`config.mk`:
```
export PLATFORM = sky130hd
export DESIGN_NAME = memoria_slots_aste
export DESIGN_NICKNAME = d
export VERILOG_FILES = /design/src/rtl/memoria_slots_aste.sv
export SDC_FILE = /design/constraint.sdc
export NUM_CORES = 1
export LEC_CHECK = 0
export CAP_MARGIN = 5
export CORE_UTILIZATION = 55
export CTS_BUF_LIST = sky130_fd_sc_hd__clkbuf_16
export DETAILED_ROUTE_END_ITERATION = 16
export PLACE_DENSITY = 0.75
export SETUP_SLACK_MARGIN = 0.1
export SYNTH_ARGS = -nofsm -noshare
export SYNTH_HDL_FRONTEND = slang
export SYNTH_SLANG_ARGS = --single-unit
```
`constraint.sdc`:
```
create_clock -name clk -period 5.4 [get_ports clk]
set_input_delay 0.81 -clock clk [delete_from_list [all_inputs] [get_ports clk]]
set_output_delay 0.81 -clock clk [all_outputs]
set_load 0.02 [all_outputs]
```
`src/rtl/memoria_slots_aste.sv`:
```
// Parametrised slot memory for game objects: sequenced clear sweep, hardware occupancy
// tracking, lowest-free-slot lookup, occupied count and full flag.
module memoria_slots_aste #(
    parameter int DATA_W = 2,
    parameter int ADDR_W = 4
) (
    input  logic              clk,
    input  logic              reset_n,
    input  logic              clear,
    input  logic              we,
    input  logic [ADDR_W-1:0] addr,
    input  logic [DATA_W-1:0] data,
    output logic [DATA_W-1:0] q,
    output logic              busy,
    output logic [ADDR_W-1:0] free_addr,
    output logic              free_valid,
    output logic [ADDR_W:0]   count,
    output logic              full
);

    // state | meaning
    // IDLE  | normal operation: reads, writes, free-slot tracking
    // CLR   | clear sweep, zeroing one entry per edge, busy high
    localparam int DEPTH = 2**ADDR_W;
    localparam logic [ADDR_W:0] DEPTH_CNT = (ADDR_W+1)'(DEPTH);

    typedef enum logic {IDLE, CLR} state_t;

    state_t            state, state_next;
    logic [DATA_W-1:0] ram [DEPTH];
    logic [DEPTH-1:0]  occ, occ_next;
    logic [ADDR_W-1:0] ptr, ptr_next;
    logic [ADDR_W-1:0] addr_reg;
    logic [ADDR_W-1:0] free_addr_next;
    logic [ADDR_W:0]   count_next;
    logic              wr_en;
    logic              free_any;

    always_comb begin
        state_next = state;
        ptr_next   = ptr;
        occ_next   = occ;
        count_next = count;
        wr_en      = 1'b0;
        case (state)
            IDLE: begin
                if (clear) begin
                    state_next = CLR;
                    ptr_next   = '0;
                    occ_next   = '0;
                    count_next = '0;
                end else if (we) begin
                    wr_en          = 1'b1;
                    occ_next[addr] = (data != '0);
                    if ((data != '0) && !occ[addr])
                        count_next = count + 1'b1;
                    else if ((data == '0) && occ[addr])
                        count_next = count - 1'b1;
                end
            end
            CLR: begin
                if (clear) begin
                    ptr_next = '0;
                end else begin
                    ptr_next = ptr + 1'b1;
                    if (&ptr)
                        state_next = IDLE;
                end
            end
            default: state_next = CLR;
        endcase
    end

    // Lowest-index free slot of the post-edge occupancy; holds when nothing is free.
    always_comb begin
        free_any       = ~&occ_next;
        free_addr_next = free_addr;
        for (int i = DEPTH-1; i >= 0; i--) begin
            if (!occ_next[i])
                free_addr_next = ADDR_W'(i);
        end
    end

    always_ff @(posedge clk or negedge reset_n) begin
        if (!reset_n) begin
            state      <= CLR;
            ptr        <= '0;
            occ        <= '0;
            count      <= '0;
            full       <= 1'b0;
            addr_reg   <= '0;
            free_addr  <= '0;
            free_valid <= 1'b0;
        end else begin
            state      <= state_next;
            ptr        <= ptr_next;
            occ        <= occ_next;
            count      <= count_next;
            full       <= (count_next == DEPTH_CNT);
            if (state == IDLE)
                addr_reg <= addr;
            free_addr  <= free_addr_next;
            free_valid <= free_any && (state_next == IDLE);
        end
    end

    // Array deliberately has no reset; the sweep is what clears it.
    always_ff @(posedge clk) begin
        if (wr_en)
            ram[addr] <= data;
        else if ((state == CLR) && !clear)
            ram[ptr] <= '0;
    end

    assign busy = (state == CLR);
    assign q    = busy ? '0 : ram[addr_reg];

    assert property (@(posedge clk) disable iff (!reset_n) int'(count) == $countones(occ));

endmodule

```
After elaboration in Yosys (flattened, before gate mapping)
Memories as Yosys holds them, arrays and structs flattened. Cells that the tools add are included.

$lt $le $gt $ge: 2. Reductions and logical operators: 13. Add/subtract/negate cells: 3. Equal/unequal tests: 3. Bitwise gates (word level): 2. Muxes and demuxes: 48.

Operators by type and width (number): $mux 4 (19); $mux 16 (3); $mux 5 (5); $bwmux 16 (1); $ne 16x16->1 const B (1); $reduce_and 16->1 (1); $mux 1 (14); $pmux 4 s2 (1); $add 5x1->5 const B (1); $eq 5x5->1 const B (1); $logic_and 1x1->1 (5); $lt 4x5->1 const B (1); $sub 5x1->5 const B (1); $add 4x1->4 const B (1); $bmux 1 s4 (1); $demux 1 s4 (1); $ge 4x1->1 const B (1); $mux 2 (2); $reduce_and 4->1 (1); $logic_not 1->1 (3); $logic_not 2->1 (1); $ne 2x2->1 const B (1); $not 1->1 (2); $pmux 1 s2 (1); 2 further kinds (2).

Output and inout port bits: 14. Word-level logic and storage cells: 80. Flip-flop bits (word level): 36. Memories kept: 1. Bits of input ports: 10. Bits in writable memories: 32.

Memory list: ram (depth 16, bits a word 2, read ports 1, clocked after memory_dff 0, write ports 1, line 30) `logic [DATA_W-1:0] ram [DEPTH];`.

Longest topological paths before layout
Gate-level depths: netlist (run 1).

Depth in word-level cells: 24. Depth in mapped cells: 9. Gate-level depth less buffers: 8.

Worst setup path after synthesis (run 1)
OpenSTA, ideal clock, no wires.

Path type: input to register. From: input addr[3]. To: register full. Arrival: 2.857 ns. Stages on the path: 9. Library setup time: 0.096 ns. Path buffers: 2. Required time: 5.304 ns. Path slack: 2.447 ns. Cell sequence: buf_6 mux4_2 mux4_2 buf_6 and3_1 o21ai_1 mux2i_1 o21ai_2 nor4_2.

Cells in the longest elaborated chain, start to end: 9. Elaborated cells between the ends (all ways): 11. Classes of those cells: 1 x eq/ne; 7 x mux; 3 x reduce/logical.

RTL lines: from (decl) (line 11) `input logic [ADDR_W-1:0] addr,`; $bmux 1 s4 (*) (line 55, 57); $mux 1 (implied by the code) (*) (line 55, 57); $logic_and 1x1->1 or $logic_not 1->1 (tied branches) (line 57, 55); $mux 5 or $logic_and 1x1->1 (tied branches) (line 57, 55); $mux 5 (*) (line 55) `if ((data != '0) && !occ[addr])`; $mux 5 (*) (line 52) `end else if (we) begin`; $mux 5 (*) (line 47) `if (clear) begin`; $mux 5 (*) (line 45) `case (state)`; named net count_next[2] (line 35) `logic [ADDR_W:0] count_next;`; $eq 5x5->1 (*) (line 99) `full <= (count_next == DEPTH_CNT);`; to (signal assigned) (line 99); to (decl) (line 18) `output logic full`.

The timed path passes the listed nets; every way through them passes the cells marked *. The select of a mux whose other input is x is not followed. A chain may end at the register's enable or synchronous reset.

Worst setup path in the final report (run 1)
From: register addr_reg[0]. To: output q[0].

Cells in the longest elaborated chain, start to end: 2.

RTL lines: from (decl) (line 33) `logic [ADDR_W-1:0] addr_reg;`; from (signal assigned) (line 101) `addr_reg <= addr;`; $mem_v2 16x2; $mux 2 (line 116) `assign q = busy ? '0 : ram[addr_reg];`; to (decl) (line 13) `output logic [DATA_W-1:0] q,`.

Every way passes these cells.

==> results of run 1 <==
path summary, 6_finish.rpt:
check / start / endpoint / depth (start not counted)
setup / recovery: addr_reg[0]$_DFFE_PN0N_ / q[0] / 4
hold / removal: free_addr[0]$_DFFE_PN0P_ / free_addr[0]$_DFFE_PN0P_ / 1
setup reg to reg: busy$_DFF_PN1_ / free_addr[1]$_DFFE_PN0P_ / 7
hold reg to reg: free_addr[0]$_DFFE_PN0P_ / free_addr[0]$_DFFE_PN0P_ / 1
max in group asynchronous: reset_n / count[0]$_DFF_PN0_ / 1
min in group asynchronous: reset_n / occ[15]$_DFF_PN0_ / 1
cell type report:
type	count	area [um^2]
clock buffers	9	225
clock inverters	7	81.3
fillers	471	2200
inverters	10	37.5
multi-input cells	230	1650
flip-flops and latches	68	1860
well taps	77	96.3
repair buffers	24	233
cells in the final DEF (no fill, tap or decap), types with 5 or more instances in the layout:
master,count
nor2_1,39
dfrtp_1,35
edfxtp_1,32
nand2_1,31
clkdlybuf4s50_1,22
o21ai_0,19
a21oi_1,15
mux4_2,13
nor2b_1,11
inv_1,10
mux2i_1,9
clkbuf_16,9
nand4_1,7
a31oi_1,7
mux2_2,5
per-layer routing:
layer,vias up,part of all wire
li1,1255,-
met1,1313,0.42
met2,98,0.50
met3,18,0.050
met4,0,0.021
met5,-,0
critical path, delay by kind of cell, from the launching register on:
family	cells	cell delay [ns]
simple gates	1	0.14
buf+inv	1	0.57
flops	1	0.68
mux	2	1.05
logic make-up after synthesis:
logic type,after synthesis,share of synthesized area
AO/OA/AOI/OAI,69,0.121
XOR/XNOR,4,0.00962
adder cells (fa/ha/maj),3,0.0103
buffers and inverters,30,0.0364
flip-flops,68,0.511
multiplexers,29,0.135
AND/OR/NAND/NOR,125,0.177
where the power goes:
group / total (mW) / internal, mW / switching (mW)
sequential: 0.574 / 0.555 / 0.0188
combinational: 0.116 / 0.0553 / 0.0602
clock: 0.596 / 0.363 / 0.232
total: 1.29 / 0.974 / 0.311
through the flow:
step	hold WS [ns]	cell area, um^2	util	setup WS, ns	std cells
6_report	0.515	4180	0.655	1.81	425
5_1_grt	0.537	4180	0.655	1.69	425
4_1_cts	0.522	4180	0.655	1.77	425
3_5_place_dp	0.501	3880	0.607	1.54	409
3_3_place_gp	0.487	3880	0.607	1.63	409
2_1_floorplan	0.483	3640	-	2.45	328
==> results.py, run 1 <==
metrics = {
    "global_routing": {
        "grt_overflow": 0,
        "gr-usage-met1": 0.320,
        "grt_pass1_vias": 2533,
        "grt_max_degree": 46,
        "grt_pass1_wl_um": 13100,
        "use_met3": 0.0388,
        "grt_usage": 0.245,
        "gr-max-usage-layer": "met2",
        "grt_use_met2": 0.408,
        "grt_antenna_before_repair": 0,
    },
    "synthesis": {
        "syn_nets": 341,
        "yosysWarnings": 0,
        "synth-main-ff-cell": "dfrtp_1",
        "yosysSeqAreaShare": 0.511,
        "synth_area_um2": 3640,
        "synth_area_leaders": "edfxtp_1 26%, dfrtp_1 24%, mux4_2 8.0%",
        "synth_area_leader_cell": "edfxtp_1",
        "async_reset_ff_frac": 0.529,
        "synthCells": 328,
        "synth_most_common_cell": "nor2_1",
        "ys_ff_latch": 68,
        "synthDistinctLibCells": 60,
        "synth_top_area_frac": 0.264,
        "synth-edff-count": 32,
        "synth_common_cells": "39 x nor2_1, 35 x dfrtp_1, 32 x edfxtp_1",
        "synth.avg_cell_area_um2": 11.1,
    },
    "cells_and_area": {
        "layout-drive-gt1-share": 0.124,
        "regMostFlops": "ram",
        "largest_reg_flops": 32,
        "nets": 356,
        "diodes": 0,
        "reg_top3": "ram x32, occ x16, count x5",
        "areaGrowthSynthToFinish_pct": 14.8,
    },
    "timing": {
        "setup_violations": 0,
        "hold_violations": 0,
        "setup_tns_ns": 0,
        "period_minus_slack_ns": 3.59,
        "tightest_slew_ns": 0.973,
        "fmax_ghz": 0.278,
        "maxSlewViolCount": 0,
        "rsz0062_at_grt": "no",
        "fin_crit_sh": 0.666,
        "fin_skew_ns": 0.00474,
        "relSlewSlack": 0.350,
    },
    "critical_path": {
        "worst_setup_path_start_kind": "register",
        "critPathKind": "reg -> out",
        "cp_max_fo": 9,
        "critical_path.endpoint_type": "output port",
        "cpMostUsedCell": "mux4_2",
        "max_stage_delay_ns": 0.68,
        "crit_required_ns": 4.59,
        "cp_cell_sequence": "mux4_2 -> mux4_2 -> nor2b_1 -> clkdlybuf4s50_1",
        "slowest_stage": "dfrtp_1",
        "critical_path_arrival_ns": 2.78,
        "reg2reg_slack_ns": 2.66,
    },
    "floorplanning": {
        "coreArea_um2": 6390,
        "die_height_um": 83.4,
        "die_x_um": 83.4,
        "dieArea_um2": 6950,
        "initial_core_util": 0.571,
        "ios": 24,
        "rows": 29,
    },
    "routing": {
        "wl_per_cell_um": 18.6,
        "viasPerCell": 6.32,
        "detail-route-antenna-nets": 0,
        "vias": 2684,
        "drcViolationCount": 0,
        "finalWirelength_um": 7910,
        "dr.pass1.iters": 5,
        "drtIter0Drc": 222,
    },
    "clocking": {
        "cts_root_buf": "clkbuf_16",
        "ctsResizeCount": 0,
        "holdBufCountCts": 0,
        "clock_path_buffers": 2,
        "htree_num_levels": 3,
        "cts-buffers-inserted": 9,
        "cts_tree": "built",
        "clock_sinks": 68,
        "cts_setup_buffers": 0,
        "clk_pin_slew_ns": 0.06,
        "clk_latency_ns": 0.33,
    },
    "pwr": {
        "ir_drop_v": 0.000236,
        "fin_total_pwr_mw": 1.29,
        "power_leakage_nw": 1.63,
        "p_per_area_nw_per_um2": 307,
    },
    "placed_design": {
        "port_buffers": 23,
        "globalplace.congestion": 0.828,
        "hpwl_um": 5540,
    },
    "run_status": {
        "status": "complete, no violations",
    },
    "flow_run": {
        "maxCapViolations": 0,
    },
    "worst_hold_path": {
        "hold_path.class": "reg -> reg",
    },
}
(Power assumes the default switching activity.)
==> inputs of run 2 (changes only) <==
Settings changed: CORE_UTILIZATION 55 to 53, PLACE_DENSITY 0.75 to 0.76.
Clock period 5.4 ns to 3.1 ns, I/O delays scaled along.
==> results.py, run 2 (synthesis gave the netlist of run 1 again) <==
metrics = {
    "clocking": {
        "clk_latency_ns": 0.33,
        "cts-buffers-inserted": 9,
        "holdBufCountCts": 0,
        "cts_root_buf": "clkbuf_16",
        "clk_pin_slew_ns": 0.06,
        "htree_num_levels": 3,
        "clock_path_buffers": 2,
        "clock_sinks": 68,
        "cts_tree": "built",
    },
    "placed_design": {
        "dp_slack_ns": -0.225,
        "globalplace.congestion": 0.908,
        "port_buffers": 23,
        "hpwl_um": 5970,
    },
    "cells_and_area": {
        "nets": 382,
        "diodes": 0,
        "areaGrowthSynthToFinish_pct": 20.2,
        "layout-drive-gt1-share": 0.187,
        "regMostFlops": "ram",
        "largest_reg_flops": 32,
        "layout_common_cells": "39 x nor2_1, 34 x dfrtp_1, 32 x edfxtp_1",
        "reg_top3": "ram x32, occ x16, count x5",
        "final_common_cell": "nor2_1",
        "n_fill_cell": 484,
    },
    "critical_path": {
        "crit_required_ns": 3.34,
        "cp_max_fo": 7,
        "critical_path.endpoint_type": "register",
        "slowest_stage": "clkdlybuf4s50_1",
        "timing.critical_path.buf_inv": 1,
        "critPathKind": "in -> reg",
        "cp_top_family": "multiplexers",
        "max_stage_delay_ns": 0.63,
        "crit_cells": 8,
        "worst_setup_path_start_kind": "input pin",
        "r2r_cells": 7,
        "cp_cell_sequence": "clkdlybuf4s50_1 -> mux4_1 -> mux4_2 -> and3_1 -> o21ai_1 -> mux2i_1 -> o21ai_2 -> nor4_2",
        "critical_path_arrival_ns": 2.91,
    },
    "floorplanning": {
        "coreArea_um2": 6490,
        "die_x_um": 84.9,
        "ios": 24,
        "initial_core_util": 0.561,
        "rows": 29,
        "dieArea_um2": 7210,
        "die_height_um": 84.9,
    },
    "timing": {
        "setup_tns_ns": 0,
        "setup_violations": 0,
        "relSlewSlack": 0.336,
        "fin_skew_ns": 0.00646,
        "fin_ws_ns": 0.427,
        "period_minus_slack_ns": 2.67,
        "tightest_slew_ns": 0.993,
        "fmax_ghz": 0.374,
        "rsz0062_at_grt": "no",
        "maxSlewViolCount": 0,
        "hold_violations": 0,
        "fin_crit_sh": 0.862,
    },
    "global_routing": {
        "grt_pass1_vias": 2724,
        "grt_antenna_before_repair": 0,
        "grt_usage": 0.257,
        "grt_max_degree": 37,
        "grt_pass1_wl_um": 13800,
        "grt_overflow": 0,
    },
    "routing": {
        "drcViolationCount": 0,
        "finalWirelength_um": 8430,
        "drtIter0Drc": 315,
        "detail-route-antenna-nets": 0,
        "dr.pass1.iters": 7,
        "wl_per_cell_um": 18.7,
        "vias": 2768,
        "viasPerCell": 6.14,
    },
    "pwr": {
        "power_leakage_nw": 1.81,
        "internal-power_mw": 1.71,
        "net-switching-power_uw": 532,
        "sw_frac_of_total": 0.237,
        "ir_drop_v": 0.000322,
        "power_frac_seq": 0.443,
        "combPwrFrac": 0.105,
        "p_per_area_nw_per_um2": 512,
        "clkPwrFrac": 0.453,
    },
    "run_status": {
        "status": "complete, no violations",
    },
    "flow_run": {
        "maxCapViolations": 0,
    },
    "worst_hold_path": {
        "hold_path.class": "in -> async",
    },
}
==> run 2: cell count changes in the layout (fill, tap and decap cells not counted), sizes merged <==
cell           before  now
buf                 2   28
clkdlybuf4s50      22   19
clkinv              2    5
clkinvlp            1    0
dlymetal6s2s        0    3
inv                13   11
==> run 2: final timing paths <==
path	start	endpoint	slack, ns
worst max-delay path	addr[2]	full$_DFF_PN0_	0.43
worst min register to register	free_addr[0]$_DFFE_PN0P_	free_addr[0]$_DFFE_PN0P_	0.51
worst min-delay path	reset_n	occ[13]$_DFF_PN0_	0.22
worst max register to register	occ[2]$_DFF_PN0_	full$_DFF_PN0_	0.63
max in group asynchronous	reset_n	addr_reg[0]$_DFFE_PN0N_	2.31
min in group clk	free_addr[0]$_DFFE_PN0P_	free_addr[0]$_DFFE_PN0P_	0.51
==> run 2: power by group through the flow <==
stage	sequential [mW]	combinational (mW)	clock, mW
floorplan	0.998	0.161	0
global placement	1.01	0.214	0
detailed placement	1.02	0.219	0
CTS	0.992	0.236	1.03
global route	0.994	0.255	1.08
finish	0.992	0.235	1.01
==> run 2: layout make-up <==
class | instances | area, um^2 | share of cell area
clock inverter | 7 | 75.1 | 0.0171
tap | 77 | 96.3 | 0.0220
timing repair buffer | 50 | 433 | 0.0989
clock buffer | 9 | 225 | 0.0514
sequential | 68 | 1860 | 0.426
inverter | 10 | 37.5 | 0.00857
multi-input combinational | 230 | 1650 | 0.376
==> run 2: metrics by stage <==
stage	instance area [um^2]	power (mW)	utilization	hold slack, ns	std cells
2_1_floorplan	3640	1.16	-	0.169	328
5_1_grt	4380	2.32	0.674	0.301	451
3_3_place_gp	4050	1.23	0.624	0.486	432
3_5_place_dp	4050	1.24	0.624	0.481	432
4_1_cts	4370	2.25	0.673	0.257	451
6_report	4380	2.24	0.674	0.224	451
==> run 2: per-layer routing <==
metal  track usage  up-vias  part of all wire
li1              -     1310                 -
met1         0.336     1336              0.43
met2         0.415      103              0.49
met3        0.0574       19             0.057
met4         0.116        0             0.025
met5             0        -                 0
==> run 2: worst reg2reg max path, cell delays in order, from the launching register on <==
cell and delay [ns]:
dfrtp_1 0.40, mux4_1 0.50, mux4_2 0.55, and3_1 0.21, o21ai_1 0.16, mux2i_1 0.25
o21ai_2 0.08, nor4_2 0.23
==> run 2: what timing repair did <==
item / in CTS / in global routing
setup endpoints to repair: 2 / 4
buffers inserted: 3 / 0
gates resized for setup: 1 / 3
